## src/rtl/rob_id_allocator.sv

```systemverilog
// rob_id_allocator: issue-side ID allocator for the reorder buffer.
// Grants IDs to decode in program order, retires them in order on commit,
// and drops everything in flight on an exception flush. Occupancy is kept
// in an explicit counter so the pointers may wrap freely modulo 2^ID_W.
module rob_id_allocator #(
  parameter int NUM_ENTRIES = 8,
  parameter int ID_W        = 4,
  parameter int CNT_W       = $clog2(NUM_ENTRIES + 1)
) (
  input  logic             clock,
  input  logic             reset,
  input  logic             decode_req_valid,
  output logic             decode_req_ready,
  output logic             alloc_valid,
  output logic [ID_W-1:0]  alloc_id,
  input  logic             commit_valid,
  input  logic [ID_W-1:0]  commit_id,
  input  logic             flush,
  output logic             rob_full,
  output logic             rob_empty,
  output logic [CNT_W-1:0] rob_count,
  output logic [ID_W-1:0]  rob_oldest,
  output logic             commit_error
);

  // Parameter sanity: the ID space must be at least twice the buffer so a
  // flushed ID cannot be re-granted while a stale copy might still be seen.
  if (NUM_ENTRIES < 2 || (NUM_ENTRIES & (NUM_ENTRIES - 1)) != 0 ||
      (1 << ID_W) < 2 * NUM_ENTRIES) begin : g_param_check
    $error("rob_id_allocator: illegal NUM_ENTRIES/ID_W combination");
  end

  localparam logic [CNT_W-1:0] FULL_CNT = CNT_W'(NUM_ENTRIES);

  logic [ID_W-1:0]  tail;
  logic [ID_W-1:0]  head;
  logic [CNT_W-1:0] count;
  logic             error_flag;
  logic             legal_commit;
  logic             illegal_commit;

  // Status decode and zero-latency grant; flush blocks any grant this cycle.
  always_comb begin
    rob_full         = (count == FULL_CNT);
    rob_empty        = (count == '0);
    decode_req_ready = ~rob_full & ~flush;
    alloc_valid      = decode_req_valid & decode_req_ready;
    alloc_id         = tail;
    rob_count        = count;
    rob_oldest       = head;
    commit_error     = error_flag;
    // A commit during flush is discarded outright, legal or not.
    legal_commit     = commit_valid & ~flush & ~rob_empty & (commit_id == head);
    illegal_commit   = commit_valid & ~flush & (rob_empty | (commit_id != head));
  end

  // Pointer, occupancy and sticky error state; flush outranks alloc/commit.
  always_ff @(posedge clock or posedge reset) begin
    if (reset) begin
      tail       <= '0;
      head       <= '0;
      count      <= '0;
      error_flag <= 1'b0;
    end else if (flush) begin
      // tail keeps counting forward so flushed IDs are not reused soon.
      head  <= tail;
      count <= '0;
    end else begin
      if (alloc_valid) begin
        tail <= tail + ID_W'(1);
      end
      if (legal_commit) begin
        head <= head + ID_W'(1);
      end
      if (alloc_valid && !legal_commit) begin
        count <= count + CNT_W'(1);
      end else if (!alloc_valid && legal_commit) begin
        count <= count - CNT_W'(1);
      end
      if (illegal_commit) begin
        error_flag <= 1'b1;
      end
    end
  end

  // Pointer distance must always equal the occupancy counter.
  always @(posedge clock) begin
    if (!reset) begin
      assert ((tail - head) == ID_W'(count));
    end
  end

endmodule

```

## config.mk

```make
export PLATFORM = sky130hd
export DESIGN_NAME = rob_id_allocator
export DESIGN_NICKNAME = d
export VERILOG_FILES = /design/src/rtl/rob_id_allocator.sv
export SDC_FILE = /design/constraint.sdc
export NUM_CORES = 1
export LEC_CHECK = 0
export ABC_CLOCK_PERIOD_IN_PS = 2500
export BUFFER_PORTS_ARGS = -buffer_cell sky130_fd_sc_hd__buf_2
export CAP_MARGIN = 20
export CORE_ASPECT_RATIO = 0.75
export CORE_MARGIN = 2
export CORE_UTILIZATION = 44
export CTS_CLUSTER_DIAMETER = 120
export CTS_CLUSTER_SIZE = 14
export DETAILED_ROUTE_END_ITERATION = 8
export GPL_ROUTABILITY_DRIVEN = 0
export HOLD_SLACK_MARGIN = 0.08
export PLACE_DENSITY = 0.73
export SYNTH_ARGS = -nofsm -noshare
export SYNTH_HDL_FRONTEND = slang
export SYNTH_SLANG_ARGS = --single-unit
```

## constraint.sdc

```tcl
create_clock -name clock -period 2.5 [get_ports clock]
set_input_delay 0.125 -clock clock [delete_from_list [all_inputs] [get_ports clock]]
set_output_delay 0.125 -clock clock [all_outputs]
set_load 0.02 [all_outputs]
```

==> Yosys cells after proc, flatten, opt, wreduce, memory -nomap -nowiden <==
Index checks and enable logic that the tools add are counted.
{ "totals": {"regBits": 13, "input_bits": 9, "out_inout_bits": 17, "word_cells": 35} }
{ "classes": {"add_sub_neg": 4, "n_eq_ne": 3, "muxes": 5, "bitwise": 10, "reduce_logical": 9} }
{ "op_table": {"columns": ["cell", "n"], "rows": [
  ["2-to-1 mux 4 bit", 5],
  ["adder 4 x 1 -> 4 bit (second input constant)", 3],
  ["AND 1 bit", 6],
  ["== test 4 bit", 1],
  ["== test 4 bit (second input constant)", 1],
  ["zero test 4 bit", 1],
  ["inequality test 4 bit", 1],
  ["AND reduction 2 bit", 2],
  ["subtractor 4 x 1 -> 4 bit (second input constant)", 1],
  ["inverter 1 bit", 3],
  ["nonzero test 3 bit", 1],
  ["logical AND 1 bit", 2],
  ["zero test 1 bit", 2],
  ["nonzero test 2 bit", 1],
  ["OR 1 bit", 1]
]} }

==> Depth between registers and ports, before layout <==
Gate-level depths: netlist of the first run.
{ "depth": {"word_depth": 9, "ltp_mapped": 10} }

==> Worst setup path after synthesis of the first run <==
Ideal clock, no wire load.
{ "synth_path": {"path_type": "flip-flop to flip-flop", "startpoint": "register count[0], in the netlist rob_count[0]", "endpoint": "register count[3], in the netlist rob_count[3]", "setup_ns": 0.128, "arrival_time_ns": 2.544, "required_time_ns": 2.372, "slack_ns": -0.172, "stages_incl_launch_ff": 11, "synth_period_minus_slack_ns": 2.672, "cell_sequence": "dfrtp_1 > nor4b_4 > nand2b_4 > nor2_2 > nand2_1 > ha_1 > a21o_2 > a21oi_1 > a211oi_1 > o21bai_1 > mux2_1"} }
{ "synth_rtl": {"columns": ["item", "line_no", "source"], "rows": [
  ["from (decl)", "37", "logic [CNT_W-1:0] count;"],
  ["from (signal assigned)", "76", "count <= count + CNT_W'(1);"],
  ["from (signal assigned)", "78", "count <= count - CNT_W'(1);"],
  ["== test 4 bit (*)", "44", "rob_full = (count == FULL_CNT);"],
  ["via rob_full", "19", "output logic rob_full,"],
  ["inverter 1 bit (*)", "46", "decode_req_ready = ~rob_full & ~flush;"],
  ["AND 1 bit (*)", "46", null],
  ["AND 1 bit (*)", "47", "alloc_valid = decode_req_valid & decode_req_ready;"],
  ["via alloc_valid", "14", "output logic alloc_valid,"],
  ["logical AND 1 bit / zero test 1 bit (equally long branches)", "75, 77", null],
  ["2-to-1 mux 4 bit / logical AND 1 bit (equally long branches)", "75, 77", null],
  ["2-to-1 mux 4 bit / nonzero test 3 bit (equally long branches)", null, null]
]} }
The timed path passes the listed nets; every way through them passes the cells marked *. The select of a mux whose other input is x is not followed.
A chain may end at the register's enable or synchronous reset.

==> Worst setup path in the final report of the first run <==
{ "layout_path": {"startpoint": "register count[0], in the netlist rob_count[0]", "endpoint": "register count[3], in the netlist rob_count[3]"} }
{ "layout_between": {"elab_chain_len": 8} }
{ "layout_rtl": {"columns": ["item"], "rows": [
  ["parallel branches: the longest is 8 deep, another holds subtractor 4 x 1 -> 4 bit"]
]} }
Several ways; the timed one is not identified. The select of a mux whose other input is x is not followed.

==> results of run 1 <==
[power breakdown]
part	internal, mW	switching (mW)	total [mW]
logic	0.290	0.354	0.644
registers	0.293	0.121	0.414
clock network	0.0617	0.0717	0.133
total	0.645	0.547	1.19
[registers in the layout (all words and copies together) (netlist names)]
register and cells:
alloc_id 4, rob_oldest 4, commit_error 1, rob_count 4
[cells in the mapped netlist (2+ instances only)]
master and instances:
sky130_fd_sc_hd__dfrtp_1 13, sky130_fd_sc_hd__nor2_1 3, sky130_fd_sc_hd__xor2_1 9, sky130_fd_sc_hd__ha_1 4, sky130_fd_sc_hd__inv_1 6, sky130_fd_sc_hd__nand3_1 2, sky130_fd_sc_hd__o32ai_1 2, sky130_fd_sc_hd__nor4b_4 2
sky130_fd_sc_hd__mux2_2 2, sky130_fd_sc_hd__nand2_1 8, sky130_fd_sc_hd__o21ai_0 3, sky130_fd_sc_hd__xnor2_1 4
[worst min-delay path by stage]
| stage | startpoint | to | slack (ns) |
|---|---|---|---|
| floorplan | reset | alloc_id[0] | 0.002 |
| global placement | reset | alloc_id[2] | 0.18 |
| detailed placement | reset | alloc_id[2] | 0.19 |
| CTS | commit_valid | commit_error | 0.1 |
| global route | commit_valid | commit_error | 0.09 |
| finish | commit_valid | commit_error | 0.10 |
[per-layer routing]
metal,GRT usage (%),vias up
met5,0,-
met4,1.50,0
met3,6.83,2
met2,27.7,20
met1,25.5,345
li1,-,337
[through the flow]
step / total power, mW / cell area [sq um] / std cells / util (%)
floorplan: 0.830 / 852 / 76 / -
global placement: 0.992 / 1020 / 124 / 57.8
detailed placement: 1.01 / 1020 / 124 / 57.8
CTS: 1.15 / 1050 / 129 / 59.9
global route: 1.29 / 1110 / 135 / 63.4
finish: 1.19 / 1110 / 135 / 63.4
[cell type report]
type                            instances  area [sq um]  share of cell area (%)
Timing Repair Buffer                   34           195                    17.5
Inverter                                6          22.5                    2.02
Multi-Input combinational cell         56           513                    46.1
Sequential cell                        13           329                    29.6
Clock buffer                            4          26.3                    2.36
Tap cell                               22          27.5                    2.47
[critical path: stages, from the launching register on]
cell and delay, ns:
sky130_fd_sc_hd__dfrtp_2 0.47, sky130_fd_sc_hd__nor4b_4 0.33, sky130_fd_sc_hd__nand2b_4 0.20, sky130_fd_sc_hd__nor2_4 0.04, sky130_fd_sc_hd__nand2_2 0.12, sky130_fd_sc_hd__ha_4 0.21, sky130_fd_sc_hd__a21o_2 0.19, sky130_fd_sc_hd__a21oi_2 0.15
sky130_fd_sc_hd__a211oi_1 0.06, sky130_fd_sc_hd__o21bai_2 0.20, sky130_fd_sc_hd__mux2_1 0.31
[timing repair]
action | CTS | global route
hold buffers | 1 | 0
resized for setup | 0 | 2
hold endpoints to repair | 13 | 0
endpoints found under the setup margin | 0 | 1
setup buffers | 0 | 6
[cells by family after synthesis]
kind of cell	after synthesis
xor+xnor	13
buf+inv	7
mux	4
compound gates	11
fa+ha+maj	5
simple gates	23
flops	13
==> results.md, run 1 <==
Setup path:
- The peak fanout along the critical path is 6.
- The register-to-register path setup slack is 0.11 ns.
- Data on the critical path arrives at its endpoint at 2.55 ns.
- The critical path starts at rob_count[0].
- STA classifies the critical path endpoint as a flip-flop.
- In this run the critical register-to-register path is launched from rob_count[0].
- STA classifies the critical path startpoint as a flip-flop.
- At the worst endpoint, the required time is 2.66 ns.
- The endpoint identified for the worst register-to-register timing path is rob_count[3].
- The worst register-to-register path has a depth of 10.
- The end point of the critical path is rob_count[3].
- The path type of the worst setup path is flip-flop to flip-flop.

Timing:
- The final setup skew is 0.00728 ns.
- The minimum clock period after layout is 2.39 ns.
- The final worst-path cycle share is 95.7%.
- Across all setup checks in the final design, the least slack found is 0.108 ns.
- On the final layout, the worst hold slack is 0.104 ns.
- The total count of max-transition violations in the final report was 0.
- The total count of hold-check failures in the final report came to 0.
- The slew at the pin closest to its max-slew limit is 0.533 ns.
- The final setup violation count is 0.
- Based on the critical path, the design can be clocked at up to 418 MHz.
- After routing, the total negative slack on setup checks comes to 0 ns.
- The relative slew slack is 64.4%.

Clocking:
- Buffers inserted during clock tree synthesis total 3.
- The clock transition at the registers of the reported paths is 0.09 ns.
- The later pin in the worst-skew pair is clocked with a latency of 0.27 ns.
- The clock drives 13 sinks.
- CTS placed an instance of sky130_fd_sc_hd__clkbuf_4 at the clock tree root.
- The clock tree from TritonCTS is done.
- The largest buffer count on any clock path is 2.
- The H-tree level count is 1.

Place:
- The HPWL reported at the end of detailed placement is 1.34 mm.
- In this run the tool buffered the top-level ports with 25 buffer cells.
- At the placement stage, the worst setup path has a slack of 0.150 ns.

Synth:
- The mean instance size in the synthesized netlist is 11.0 sq um.
- The parity-gate share of the synthesized area counting xor and xnor cells is 13.6%.
- The netlist uses 30 different library cells.
- By area the synthesized netlist is led by sky130_fd_sc_hd__dfrtp_1, sky130_fd_sc_hd__xor2_1, sky130_fd_sc_hd__ha_1.
- The synthesized netlist devotes 9.12% of its cell area to compound gates.
- The cell area after synthesis is 837 sq um.
- The number of enable-type register cells in the synthesized netlist is 0.
- The simple logic cell fraction of the synthesized area is 21.7%.
- The Yosys warning count is 0.
- The most instantiated flip-flop cell in the synthesis netlist is sky130_fd_sc_hd__dfrtp_1.
- Summing the areas of all fa, ha and maj instances in the mapped netlist gives 8.37% of the synthesized area.
- The synthesized netlist net count is 90.
- After synthesis, the share of cell area in mux cells is 5.23%.
- Counting every instance in the synthesized netlist gives 76.
- The cell type contributing the most total cell area after synthesis is sky130_fd_sc_hd__dfrtp_1.
- The flip-flop and latch count after synthesis is 13.
- The post-synthesis async set-or-reset flop share is 100%.
- After synthesis, the largest family of logic cells by area is simple AND/OR/NAND/NOR gates.
- The share of synthesized area in the top cell type comes to 38.9%.
- The share of the yosys chip area belonging to registers is 38.9%.

Layout:
- The filler cells instantiated in the layout total 152.
- The number of antenna diodes is 0.
- The leading cell type in the layout, fill and taps excluded is sky130_fd_sc_hd__buf_2.
- The area growth from synthesis to layout is 33.0%.
- In the layout the commonest cells are sky130_fd_sc_hd__buf_2, sky130_fd_sc_hd__dfrtp_1, sky130_fd_sc_hd__xor2_1.
- Cells with a size suffix above 1 make up 47.8% of the layout.
- The net count reported at finish is 128.

Drt:
- The detailed router put a total of 874 microns of wire on met1.
- The average via count per standard cell is 5.21.
- The wire length per cell is 14.2 microns.
- The number of detailed-route iterations in the first pass is 4.
- The detailed-routed wire length on met3 is 124 microns.
- The detailed router finished its first iteration with 8 violations.
- The via count of the routed design is 704.
- For this block, the routed nets add up to 1.92 mm of wire.
- For this run, design rule violations remaining after detail routing come to 0.
- The met2 wirelength from detailed routing is 898 microns.
- Signal routing reaches up to met4.
- The remaining number of nets flagged by the antenna check after routing is 0.

Worst hold path:
- Counting instances, the worst hold path has a depth of 2.
- The worst hold-check path type is primary input to flip-flop.

Pwr:
- The worst voltage drop across the vdd grid is 582 uV.
- Dividing total power by cell area gives a power density of 1070 nW/um^2.
- The leakage power total is 0.537 nW.

Floorplan:
- The die is 54.4 microns wide.
- 26 I/O pins were placed.
- The die is 41.8 microns tall.
- The core outline area is 1760 sq um.
- The die footprint is 2270 sq um.
- For this configuration, the core starts out at a cell density of 47.6%.
- In this run the core area contains 13 standard-cell rows.

GRT:
- The wire length of the first global-routing pass is 3.03 mm.
- The number of antenna violations at the first check in global routing is 0.
- The number of global-route vias before repair came to 660.
- Global routing finished with a remaining overflow of 0.
- Entering global routing, the biggest net connects 15 pins.
- Across every metal layer, demand over resource in global routing totals 18.2%.

Flow run:
- Max-cap violations in this run came to 0.

Status:
- The flow ran to the end, and the final reports show no timing, DRC or antenna violations.
Power figures use the tool's default switching activity.
==> inputs of run 2 (changes only) <==
Settings changed: REMOVE_ABC_BUFFERS set to 1, TNS_END_PERCENT set to 10.
==> run 2 against run 1 <==
Net effect:
- utilization up 0.21 points
- routed wire length grew 4.4%
- non-clock buffer count up 3
- highest routed layer is now met3
- total power grew 1.1%
- largest cell class unchanged
==> results.md, run 2 (same netlist as run 1, synthesis figures left out) <==
Status:
- Result of the run: finished, final reports clean (unchanged).

Floorplan:
- The core outline area is 1760 sq um (unchanged).
- The boundary pin count came to 26 (unchanged).
- The initial standard-cell utilization of the core is 47.6% (unchanged).
- The die width is 54.4 microns (unchanged).
- The die height is 41.8 microns (unchanged).
- The number of cell rows is 13 (unchanged).
- The die footprint came to 2270 sq um (unchanged).

Setup path:
- The worst reg2reg path depth is 10 (unchanged).
- The path type of the worst setup path is flip-flop to flip-flop (unchanged).
- The peak fanout along the critical path is 3 (was 6).
- The kind of start point of the critical path was a flip-flop (unchanged).
- The source of the worst register-to-register timing path is rob_oldest[3] (was rob_count[0]).
- The register-to-register path setup slack came to 0.1 ns (was 0.11 ns).
- The required time at the worst-slack endpoint is 2.68 ns (was 2.66 ns).
- The worst endpoint data arrival time was 2.59 ns (was 2.55 ns).
- The terminus of the critical flop-to-flop path was rob_count[3] (unchanged).
- The critical path endpoint category is a flip-flop (unchanged).

Place:
- The HPWL reported at the end of detailed placement is 1.42 mm (was 1.34 mm).
- The cell count after placement is 128 (was 124).
- The count of input and output buffers is 25 (unchanged).
- The pre-CTS setup slack is 0.0438 ns (was 0.150 ns).

Drt:
- The number of detailed-route iterations in the first pass was 4 (unchanged).
- The number of remaining DRC errors is 0 (unchanged).
- The wire length per cell came to 14.5 microns (was 14.2 microns).
- The remaining number of nets flagged by the antenna check after routing is 0 (unchanged).
- The average via count per standard cell is 5.01 (was 5.21).
- The via count of the routed design came to 691 (was 704).
- The violation count after the first detailed-routing iteration is 16 (was 8).
- The detailed-route wire length is 2.00 mm (was 1.92 mm).

Layout:
- The number of antenna diodes is 0 (unchanged).
- The number of fill cells is 145 (was 152).
- The net count reported at finish is 131 (was 128).
- Most frequent cells in the layout: sky130_fd_sc_hd__buf_2, sky130_fd_sc_hd__dfrtp_1, sky130_fd_sc_hd__buf_4 (was sky130_fd_sc_hd__buf_2, sky130_fd_sc_hd__dfrtp_1, sky130_fd_sc_hd__xor2_1).
- The area growth from synthesis to layout is 33.5% (was 33.0%).
- The ratio of cells with drive above 1 in the final layout is 46.6% (was 47.8%).
- The leading cell type in the layout, fill and taps excluded was sky130_fd_sc_hd__buf_2 (unchanged).
- The final cell count without fillers is 138 (was 135).

Timing:
- The final hold slack was 0.238 ns (was 0.104 ns).
- The minimum clock period after layout is 2.40 ns (was 2.39 ns).
- The final setup skew was 0.0101 ns (was 0.00728 ns).
- The total count of max-transition violations in the final report was 0 (unchanged).
- The slew at the pin closest to its max-slew limit was 0.524 ns (was 0.533 ns).
- The total count of hold-check failures in the final report is 0 (unchanged).
- The final setup violation count was 0 (unchanged).
- The relative slew slack is 65.0% (was 64.4%).
- The final worst-path cycle share was 96.2% (was 95.7%).
- The achievable frequency is 416 MHz (was 418 MHz).
- The post-layout worst setup margin is 0.0954 ns (was 0.108 ns).

Pwr:
- The worst voltage drop across the vdd grid is 684 uV (was 582 uV).
- The power density over the cells is 1080 nW/um^2 (was 1070 nW/um^2).
- The leakage power total is 0.551 nW (was 0.537 nW).
- The total power draw came to 1.20 mW (was 1.19 mW).

Worst hold path:
- The cell depth of the worst min-delay path is 3 (was 2).
- The worst hold-check path type is primary input to flip-flop (unchanged).
- The launch point of the worst hold path is decode_req_valid (was commit_valid).
- The sink of the worst hold path is rob_count[0] (was commit_error).

GRT:
- The met2 demand-to-capacity share in global routing was 29.2% (was 27.7%).
- The met1 routing resource usage after global routing is 28.6% (was 25.5%).
- The total overflow reported by the global router is 0 (unchanged).
- The wire length of the first global-routing pass is 3.19 mm (was 3.03 mm).
- The met3 routing resource usage after global routing is 7.55% (was 6.83%).
- The number of global-route vias before repair came to 649 (was 660).
- The number of antenna violations at the first check in global routing is 0 (unchanged).
- The most congested layer reported by global routing was met2 (unchanged).
- The maximum number of pins on one net before global-route repair was 14 (was 15).
- The overall global routing resource usage is 20.0% (was 18.2%).

Clocking:
- The clock transition at the registers of the reported paths is 0.10 ns (was 0.09 ns).
- The H-tree level count came to 1 (unchanged).
- The number of buffers added by the clock tree synthesis step is 3 (unchanged).
- The worst-skew pair later-pin latency is 0.29 ns (was 0.27 ns).
- The clock tree from TritonCTS is done (unchanged).
- The number of clock sinks seen by CTS is 13 (unchanged).
- The clock root buffer is sky130_fd_sc_hd__clkbuf_4 (unchanged).
- The largest buffer count on any clock path is 2 (unchanged).

Flow run:
- The max-cap violation count is 0 (unchanged).
[run 2: what timing repair did]
item	4_1_cts	5_1_grt
buffers inserted	0	4
hold buffers	2	0
gates resized for setup	0	4
endpoints found under the hold margin	14	0
setup endpoints to repair	0	1
[run 2: where the power goes]
group / total, mW / internal [mW] / switching [mW]
Clock: 0.140 / 0.0595 / 0.0809
Sequential: 0.410 / 0.293 / 0.117
Combinational: 0.654 / 0.293 / 0.360
[run 2: layout make-up]
| class | instances | area (sq um) | share of cell area [%] |
|---|---|---|---|
| clock buffer | 3 | 22.5 | 2.02 |
| clock inverter | 1 | 5.00 | 0.448 |
| inverter | 6 | 22.5 | 2.02 |
| multi-input combinational | 56 | 492 | 44.0 |
| sequential | 13 | 328 | 29.3 |
| tap | 22 | 27.5 | 2.46 |
| timing repair buffer | 37 | 220 | 19.7 |
[run 2: worst max-delay path by stage]
stage | startpoint | to | slack [ns] | cells past startpoint
global route | rob_oldest[3] | rob_count[3] | -0.01 | 10
finish | rob_oldest[3] | rob_count[3] | 0.1 | 10
CTS | rob_count[2] | rob_count[3] | 0.04 | 10
detailed placement | rob_count[2] | rob_count[3] | 0.04 | 10
global placement | rob_count[2] | rob_count[3] | 0.12 | 10
floorplan | rob_count[0] | rob_count[3] | -0.17 | 10
[run 2: per-stage QoR]
stage | utilization, % | area (sq um) | TNS, ns
after floorplan | - | 833 | -0.172
final | 63.6 | 1120 | 0
after CTS | 61.4 | 1080 | 0
after global placement | 58.7 | 1030 | 0
after global routing | 63.6 | 1120 | -0.0147
after detailed placement | 58.7 | 1030 | 0
[run 2: per-layer routing]
layer	part of all wire [%]	vias up
li1	-	347
met1	49	327
met2	46	17
met3	4.6	0
met4	0	0
met5	0	-
[run 2: worst max-delay path, stage by stage, from the launching register on]
cell and delay (ns):
sky130_fd_sc_hd__dfrtp_1 0.42, sky130_fd_sc_hd__xor2_1 0.21, sky130_fd_sc_hd__nor4b_4 0.32, sky130_fd_sc_hd__nand2_2 0.10, sky130_fd_sc_hd__nand2_2 0.10, sky130_fd_sc_hd__ha_1 0.23
sky130_fd_sc_hd__a21o_2 0.22, sky130_fd_sc_hd__a21oi_2 0.15, sky130_fd_sc_hd__nand2_1 0.07, sky130_fd_sc_hd__o21bai_1 0.14, sky130_fd_sc_hd__mux2_1 0.34
==> inputs of run 3 (changes only) <==
Settings changed: GPL_TIMING_DRIVEN set to 0, PLACE_DENSITY 0.73 to 0.81.
==> run 3 against run 2 <==
Net effect:
- clock power shrank 5%
- highest routed layer is now met4
- global-route usage is 1.4 points lower
- critical endpoint unchanged
- sequential power is essentially flat
- combinational power up 5.8%
- sequential cell count unchanged
==> results.md, run 3 (same netlist as run 1, synthesis figures left out) <==
Pwr:
- The power density over the cells is 1090 nW/um^2 (was 1080 nW/um^2).
- The combinational share of power is 56.1% (was 54.3%).
- The fraction of power spent switching nets is 46.0% (was 46.4%).
- The total power draw is 1.23 mW (was 1.20 mW).
- The worst voltage drop across the vdd grid came to 714 uV (was 684 uV).
- The net switching power of the design was 567 uW (was 559 uW).
- The part of the power in registers is 33.1% (was 34.0%).
- The cell-internal power is 666 uW (was 646 uW).
- The proportion of power drawn by the clock network is 10.8% (was 11.7%).
- The leakage power total is 0.552 nW (was 0.551 nW).

Clocking:
- The number of clock sinks seen by CTS is 13 (unchanged).
- The clock root buffer is sky130_fd_sc_hd__clkbuf_4 (unchanged).
- The H-tree level count came to 1 (unchanged).
- The worst-skew pair later-pin latency is 0.28 ns (was 0.29 ns).
- The clock tree from TritonCTS is done (unchanged).
- The clock transition at the registers of the reported paths is 0.09 ns (was 0.10 ns).
- The largest buffer count on any clock path is 2 (unchanged).
- The number of buffers added by the clock tree synthesis step is 3 (unchanged).

GRT:
- The wire length of the first global-routing pass is 3.04 mm (was 3.19 mm).
- The number of antenna violations at the first check in global routing is 0 (unchanged).
- The overall global routing resource usage was 18.6% (was 20.0%).
- The total overflow reported by the global router is 0 (unchanged).
- The maximum number of pins on one net before global-route repair is 15 (was 14).
- The number of global-route vias before repair is 691 (was 649).

Drt:
- The remaining number of nets flagged by the antenna check after routing is 0 (unchanged).
- The violation count after the first detailed-routing iteration came to 12 (was 16).
- The detailed-routed wire length on met3 is 87 microns (was 92 microns).
- The sum of routed wire segments on met1 came to 865 microns (was 980 microns).
- The highest signal layer in the routed design is met4 (was met3).
- The wire length per cell is 14.7 microns (was 14.5 microns).
- The number of remaining DRC errors is 0 (unchanged).
- The met2 wirelength from detailed routing was 1.05 mm (was 926 microns).
- The average via count per standard cell is 5.25 (was 5.01).
- The number of detailed-route iterations in the first pass is 6 (was 4).
- The detailed-route wire length is 2.02 mm (was 2.00 mm).
- The via count of the routed design came to 724 (was 691).

Floorplan:
- The boundary pin count is 26 (unchanged).
- The die width was 54.4 microns (unchanged).
- The initial standard-cell utilization of the core is 47.6% (unchanged).
- The number of cell rows came to 13 (unchanged).
- The die footprint came to 2270 sq um (unchanged).
- The die height came to 41.8 microns (unchanged).
- The core outline area is 1760 sq um (unchanged).

Setup path:
- The path type of the worst setup path is flip-flop to flip-flop (unchanged).
- The register-to-register path setup slack is 0.07 ns (was 0.1 ns).
- The critical path's slowest cell is sky130_fd_sc_hd__dfrtp_1 (unchanged).
- The source of the worst register-to-register timing path is rob_oldest[3] (unchanged).
- The required time at the worst-slack endpoint is 2.66 ns (was 2.68 ns).
- The critical path endpoint category is a flip-flop (unchanged).
- The maximum single-stage delay on the critical path is 0.41 ns (was 0.42 ns).
- The peak fanout along the critical path was 3 (unchanged).
- Sequence of cells on the critical path: xor2_1, nor4b_4, nand2_2, nand2_2, ha_1, a21o_2, a21oi_4, nand2_1, o21bai_1, mux2_1 (was xor2_1, nor4b_4, nand2_2, nand2_2, ha_1, a21o_2, a21oi_2, nand2_1, o21bai_1, mux2_1).
- The cell family contributing the most delay on the critical path is simple AND/OR/NAND/NOR gates (unchanged).
- The terminus of the critical flop-to-flop path is rob_count[3] (unchanged).
- The kind of start point of the critical path is a flip-flop (unchanged).
- The number of buffer and inverter stages on the critical path is 0 (unchanged).
- The worst reg2reg path depth is 10 (unchanged).
- The critical path's most frequent cell was sky130_fd_sc_hd__nand2_2 (unchanged).
- The worst endpoint data arrival time came to 2.60 ns (was 2.59 ns).

Place:
- The placed instance area came to 986 sq um (was 1030 sq um).
- The count of input and output buffers is 25 (unchanged).
- The HPWL reported at the end of detailed placement is 1.30 mm (was 1.42 mm).

Layout:
- The net count reported at finish was 131 (unchanged).
- The ratio of cells with drive above 1 in the final layout is 49.1% (was 46.6%).
- The number of antenna diodes came to 0 (unchanged).
- The design area is 1130 sq um (was 1120 sq um).
- The area growth from synthesis to layout came to 35.0% (was 33.5%).
- Most frequent cells in the layout: sky130_fd_sc_hd__buf_2, sky130_fd_sc_hd__buf_4, sky130_fd_sc_hd__xor2_1, sky130_fd_sc_hd__dfrtp_1, sky130_fd_sc_hd__nand2_1 (was sky130_fd_sc_hd__buf_2, sky130_fd_sc_hd__dfrtp_1, sky130_fd_sc_hd__buf_4).
- The leading cell type in the layout, fill and taps excluded is sky130_fd_sc_hd__buf_2 (unchanged).

Worst hold path:
- The worst hold-check path type is primary input to flip-flop (unchanged).
- The cell depth of the worst min-delay path was 2 (was 3).
- The launch point of the worst hold path is commit_valid (was decode_req_valid).
- The sink of the worst hold path is commit_error (was rob_count[0]).

Flow run:
- The max-cap violation count is 0 (unchanged).

Timing:
- The relative slew slack was 66.3% (was 65.0%).
- The achievable frequency came to 411 MHz (was 416 MHz).
- The final setup violation count came to 0 (unchanged).
- The final setup skew is 0.00481 ns (was 0.0101 ns).
- The total count of hold-check failures in the final report came to 0 (unchanged).
- The final worst-path cycle share was 97.4% (was 96.2%).
- The minimum clock period after layout came to 2.43 ns (was 2.40 ns).
- The setup total negative slack is 0 ns (unchanged).
- The slew at the pin closest to its max-slew limit is 0.505 ns (was 0.524 ns).
- The total count of max-transition violations in the final report is 0 (unchanged).

Status:
- Result of the run: finished, final reports clean (unchanged).
run 3: cell count changes in the layout (fill, tap and decap cells not counted), sizes merged:
cell | before | now
buf | 35 | 36
dlygate4sd3 | 2 | 1
run 3: layer usage:
layer	global-route usage (%)	vias up
met4	3.50	0
met5	0	-
met2	31.6	27
li1	-	342
met3	6.47	6
met1	22.3	349
run 3: how the worst max path moves through the flow:
stage	start	to	slack, ns	cells past startpoint
after floorplan	rob_count[0]	rob_count[3]	-0.17	10
after global placement	rob_oldest[3]	rob_count[3]	-0.09	10
after detailed placement	rob_oldest[3]	rob_count[3]	-0.15	10
after CTS	rob_count[2]	rob_count[3]	0.008	10
after global routing	rob_oldest[2]	rob_count[3]	-0.05	10
final	rob_oldest[3]	rob_count[3]	0.07	10
run 3: power by group through the flow:
| stage | sequential [mW] | clock, mW | combinational, mW |
|---|---|---|---|
| 2_1_floorplan | 0.500 | 0 | 0.316 |
| 3_5_place_dp | 0.419 | 0 | 0.578 |
| 3_3_place_gp | 0.411 | 0 | 0.558 |
| 5_1_grt | 0.426 | 0.141 | 0.750 |
| 4_1_cts | 0.420 | 0.137 | 0.596 |
| 6_report | 0.409 | 0.133 | 0.692 |
run 3: final cells by class:
| class | instances | area, sq um |
|---|---|---|
| well taps | 22 | 27.5 |
| repair buffers | 37 | 218 |
| clock inverters | 1 | 5.00 |
| flip-flops and latches | 13 | 330 |
| fillers | 145 | 627 |
| inverters | 6 | 22.5 |
| clock buffers | 3 | 22.5 |
| multi-input cells | 56 | 504 |
run 3: timing repair:
action,in CTS,in global routing
gates resized for setup,6,2
pin swaps,3,11
gates cloned,0,0
hold buffers,1,0
buffers inserted,2,9
hold endpoints to repair,13,0
setup endpoints to repair,1,1
run 3: metrics by stage:
stage / hold slack [ns] / worst slack [ns] / instances / utilization [%]
detailed placement: 0.173 / -0.146 / 122 / 56.1
CTS: 0.0972 / 0.00773 / 129 / 59.9
finish: 0.100 / 0.0653 / 138 / 64.3
global route: 0.110 / -0.0505 / 138 / 64.3
global placement: 0.167 / -0.0905 / 122 / 56.1
floorplan: 0.00196 / -0.172 / 75 / -
